### config.mk
export PLATFORM = sky130hd
export DESIGN_NAME = mon_data_fifo
export DESIGN_NICKNAME = d
export VERILOG_FILES = /design/src/rtl/mon_data_fifo.sv
export SDC_FILE = /design/constraint.sdc
export NUM_CORES = 1
export LEC_CHECK = 0
export BUFFER_PORTS_ARGS = -buffer_cell sky130_fd_sc_hd__buf_2
export CAP_MARGIN = 20
export CORE_AREA = 3 3 106 108
export DETAILED_ROUTE_END_ITERATION = 10
export DIE_AREA = 0 0 109 111
export PLACE_DENSITY = 0.87
export SLEW_MARGIN = 0
export SYNTH_ARGS = -nofsm -noshare
export SYNTH_HDL_FRONTEND = slang
export SYNTH_SLANG_ARGS = --single-unit
### constraint.sdc
create_clock -name clk -period 3.5 [get_ports clk]
set_input_delay 0.175 -clock clk [delete_from_list [all_inputs] [get_ports clk]]
set_output_delay 0.175 -clock clk [all_outputs]
set_load 0.01 [all_outputs]
### src/rtl/mon_data_fifo.sv
// mon_data_fifo: per-lane monitoring-data FIFO with registered pop output,
// default-word presentation when empty, and sticky overflow/underflow flags.
module mon_data_fifo #(
  parameter int DEPTH  = 4,
  parameter int DATA_W = 26
) (
  input  logic                       clk,
  input  logic                       Reset,
  input  logic                       LoadData,
  input  logic                       LoadDefaultData,
  input  logic                       RdFifo,
  input  logic [DATA_W-1:0]          RegData,
  input  logic [DATA_W-1:0]          DefaultData,
  input  logic                       ClearErrors,
  output logic [DATA_W-1:0]          DataOut,
  output logic                       DataIsDefault,
  output logic                       FifoEmpty,
  output logic                       FifoFull,
  output logic [$clog2(DEPTH+1)-1:0] Level,
  output logic                       OverflowError,
  output logic                       UnderflowError
);

  localparam int AW = $clog2(DEPTH);
  localparam int LW = $clog2(DEPTH+1);

  logic [DATA_W-1:0] r_mem [DEPTH];
  logic [AW-1:0]     r_wr_ptr;
  logic [AW-1:0]     r_rd_ptr;
  logic [LW-1:0]     r_level;
  logic              r_empty;
  logic              r_full;
  logic [DATA_W-1:0] r_data_out;
  logic              r_is_default;
  logic              r_ovf;
  logic              r_udf;

  logic              w_rd_ok;
  logic              w_wr_ok;
  logic              w_default;
  logic              w_ovf_evt;
  logic              w_udf_evt;
  logic [LW-1:0]     w_level_nxt;

  // A pop needs stored data; a write is accepted when there is room or the
  // same-cycle pop frees the head slot. An empty FIFO never falls through.
  assign w_rd_ok   = RdFifo & ~r_empty;
  assign w_wr_ok   = LoadData & (~r_full | w_rd_ok);
  assign w_default = ~w_rd_ok & LoadDefaultData & r_empty;
  assign w_ovf_evt = LoadData & ~w_wr_ok;
  assign w_udf_evt = RdFifo & r_empty;

  // Next occupancy: +1 on write only, -1 on pop only, unchanged otherwise.
  always_comb begin
    w_level_nxt = r_level;
    if (w_wr_ok && !w_rd_ok)
      w_level_nxt = r_level + LW'(1);
    else if (!w_wr_ok && w_rd_ok)
      w_level_nxt = r_level - LW'(1);
  end

  // Storage array; contents are don't-care after reset, so it has no reset.
  always_ff @(posedge clk) begin
    if (w_wr_ok)
      r_mem[r_wr_ptr] <= RegData;
  end

  // Pointers, occupancy and registered empty/full status.
  always_ff @(posedge clk or posedge Reset) begin
    if (Reset) begin
      r_wr_ptr <= '0;
      r_rd_ptr <= '0;
      r_level  <= '0;
      r_empty  <= 1'b1;
      r_full   <= 1'b0;
    end else begin
      if (w_wr_ok)
        r_wr_ptr <= r_wr_ptr + AW'(1);
      if (w_rd_ok)
        r_rd_ptr <= r_rd_ptr + AW'(1);
      r_level <= w_level_nxt;
      r_empty <= (w_level_nxt == '0);
      r_full  <= (w_level_nxt == LW'(DEPTH));
    end
  end

  // Output word: pop has priority over default presentation, else hold.
  always_ff @(posedge clk or posedge Reset) begin
    if (Reset) begin
      r_data_out   <= '0;
      r_is_default <= 1'b0;
    end else if (w_rd_ok) begin
      r_data_out   <= r_mem[r_rd_ptr];
      r_is_default <= 1'b0;
    end else if (w_default) begin
      r_data_out   <= DefaultData;
      r_is_default <= 1'b1;
    end
  end

  // Sticky error flags; a new error in the clearing cycle wins over the clear.
  always_ff @(posedge clk or posedge Reset) begin
    if (Reset) begin
      r_ovf <= 1'b0;
      r_udf <= 1'b0;
    end else begin
      if (w_ovf_evt)
        r_ovf <= 1'b1;
      else if (ClearErrors)
        r_ovf <= 1'b0;
      if (w_udf_evt)
        r_udf <= 1'b1;
      else if (ClearErrors)
        r_udf <= 1'b0;
    end
  end

  assign DataOut        = r_data_out;
  assign DataIsDefault  = r_is_default;
  assign FifoEmpty      = r_empty;
  assign FifoFull       = r_full;
  assign Level          = r_level;
  assign OverflowError  = r_ovf;
  assign UnderflowError = r_udf;

endmodule

==> summary.txt <==
Drt
  – First-pass iteration count of the detailed router: 5
  – Vias per cell: 5.52
  – Iter 0 DRT Violations: 389
  – Final wirelength: 12400 um
  – Detail Route Antenna Nets: 0
  – Vias: 3436
  – DRC: 0
  – Routed WL per cell: 20.0 um

Worst setup path
  – Cells on worst reg2reg path: 3
  – Cell family with most CP delay: flip-flops
  – Crit path cell chain: mux4_1 -> nand2_1 -> o21ai_0
  – Arrival time at the worst endpoint: 2.40 ns
  – Worst Path Buf+Inv: 0
  – Setup crit end kind: register
  – Crit path max fanout: 28
  – Startpoint types: register
  – Slowest Stage Delay on Critical Path: 0.95 ns
  – Critical path depth: 3
  – Required time of the worst setup path: between 3 and 4 ns
  – Slowest-stage cell, CP: dfrtp_2
  – Critical path type: reg2reg

Global route
  – Largest net degree at the start of global routing: 39
  – Vias in the first global route: 3633
  – GRT overflow: 0
  – Initial antenna violation count: 0
  – First-pass GRT wire length: 19600 um
  – All-layer global routing usage: 22.0%

Power and ir drop
  – Power per cell area: 813 nW/um^2
  – Comb pwr share: about a quarter
  – Register share of total power: 42.5%
  – Clock power share: approximately a third
  – P_sw: 1.73 mW
  – Leakage: 3.10 nW
  – Switching Share: 28.4%
  – Int Power: 4.35 mW
  – Max VDD drop: 0.378 mV

Synth
  – Post-Syn Nets: 380
  – Synth unique cells: 34
  – Mapped cell area: 5690 um^2
  – Synth Register Bits: 142
  – Syn Inst Count: roughly 320
  – Post-synth EDFFs: around 100
  – Sequential fraction of the synthesis area: 71.6%
  – Number of synthesis warnings: 0
  – Fraction of registers with async set/reset: 26.8%
  – Syn Area/Cell: around 18 um^2
  – Ys flop type: edfxtp_1

Floorplanning
  – Io pins: 92
  – Die footprint: 12100 um^2
  – Core Area: 10300 um^2
  – Die W: roughly 110 um
  – Die height: around 110 um
  – Initial Util: 55.1%
  – Cell Rows: 37

CTS
  – Post-CTS Resized: 0
  – Cts bufs inserted: 17
  – Post-CTS setup buffers: 0
  – Clock Path Buffers: 2
  – Worst skew pair latency: 0.52 ns
  – H-tree Lvls: 4
  – CTS sink count: 142
  – Clock slew at reported path FFs: 0.06 ns
  – CTS tree: built
  – Clock tree root driver cell: clkbuf_8

Timing
  – Setup TNS: 0 ns
  – Worst hold margin: 0.104 ns
  – Setup-failing EPs final: 0
  – RSZ-0062 raised after global routing: false
  – Final Hold Fails: 0
  – Max Slew Vio Count: 0
  – Clk_skew: 0.0101 ns
  – Relative slew margins: roughly 38%
  – Min cycle time layout: 2.06 ns
  – Worst slew pin tran: about 0.93 ns
  – Final Cycle Share: 58.8%
  – Achievable Freq: 0.486 GHz

Final layout
  – FILL cells: about 610
  – Proportion of layout cells with a drive suffix above 1: 32.5%
  – N_diodes: 0
  – Final cell count without fillers: 622
  – Most frequent cells in the layout: edfxtp_1, buf_2, dlygate4sd3_1
  – Commonest non-fill, non-tap cell in the layout: edfxtp_1
  – Final nets: 537
  – Final core occ: 72.5%
  – Area grow syn2layout: 31.5%

Placement
  – Global placement routability congestion: 0.799
  – Placed insts: 533
  – Detailed Place HPWL: 6780 um
  – Port Buffers: 91

Run
  – Max-cap viol count: 0

Run status
  – Status: finished, final reports clean

Hold path
  – Hold depth: 3
  – Hold Path Class: in2reg
==> layout make-up <==
type	instances	area (um^2)	share of cell area, %
clock buffers	19	432	5.77
multi-input cells	149	1460	19.5
flip-flops and latches	142	4080	54.5
inverters	9	33.8	0.452
clock inverters	13	218	2.91
repair buffers	154	1090	14.6
well taps	136	170	2.27
==> per-stage QoR <==
step,area [um^2],power (mW),worst slack (ns)
detailed placement,6260,4.06,1.46
floorplan,5690,3.58,1.41
finish,7480,6.08,1.44
global placement,6230,3.95,1.55
global route,7480,6.36,1.29
CTS,7480,6.09,1.39
==> state kept, by name, indices dropped and copies added (netlist names), 2 cells and up <==
| signal | flops |
|---|---|
| Level | 3 |
| r_wr_ptr | 2 |
| DataOut | 26 |
| r_mem | 104 |
| r_rd_ptr | 2 |
==> path summary, 6_finish.rpt <==
| path | end | slack [ns] | start |
|---|---|---|---|
| worst max-delay path | DataOut[13] | 1.44 | r_rd_ptr[0] |
| worst min-delay path | DataOut[13] | 0.10 | DefaultData[13] |
| min in group asynchronous | DataOut[4] | 0.39 | Reset |
| worst min register to register | Level[2] | 0.52 | Level[2] |
| worst max register to register | DataOut[13] | 1.44 | r_rd_ptr[0] |
| max in group asynchronous | r_rd_ptr[0] | 2.50 | Reset |
==> layer usage <==
layer / track usage, % / wire length, um
met1: 28.7 / 5000
met2: 34.6 / 6330
met3: 5.47 / 766
met4: 10.3 / 325
met5: 0 / 0
==> power groups by stage <==
| stage | clock network, mW | logic (mW) | registers (mW) |
|---|---|---|---|
| after floorplan | 0 | 1.05 | 2.53 |
| after global placement | 0 | 1.34 | 2.61 |
| after detailed placement | 0 | 1.46 | 2.60 |
| after CTS | 1.98 | 1.53 | 2.58 |
| after global routing | 2.07 | 1.66 | 2.63 |
| final | 1.97 | 1.53 | 2.59 |
==> Yosys cell counts, types with 2 or more instances <==
cell	n	area (um^2)
mux4_2	19	428
nand2_1	31	116
clkbuf_1	2	7.51
buf_2	7	35.0
buf_12	2	40.0
nor2_1	3	11.3
and2_1	4	25.0
o21ai_1	18	90.1
mux4_1	7	184
buf_6	2	22.5
xnor2_1	4	35.0
dfrtp_1	37	926
o21ai_0	15	75.1
buf_4	3	22.5
ha_1	6	75.1
mux2i_1	26	260
nor2b_1	2	12.5
inv_1	9	33.8
edfxtp_1	104	3120
==> worst register-to-register path, stage by stage (launching register included) <==
cell,delay [ns]
dfrtp_2,0.95
mux4_1,0.70
nand2_1,0.11
o21ai_0,0.12
==> cell families after synthesis <==
logic type / share of synthesized area (%)
AO/OA/AOI/OAI: 4.02
XOR/XNOR: 0.902
adder cells (fa/ha/maj): 1.32
buffers and inverters: 2.84
flip-flops: 71.6
multiplexers: 15.3
AND/OR/NAND/NOR: 3.98
==> what timing repair did <==
action,4_1_cts,5_1_grt
hold endpoints to repair,170,0
setup endpoints to repair,0,0
hold buffers,57,0
(Power assumes the default switching activity.)
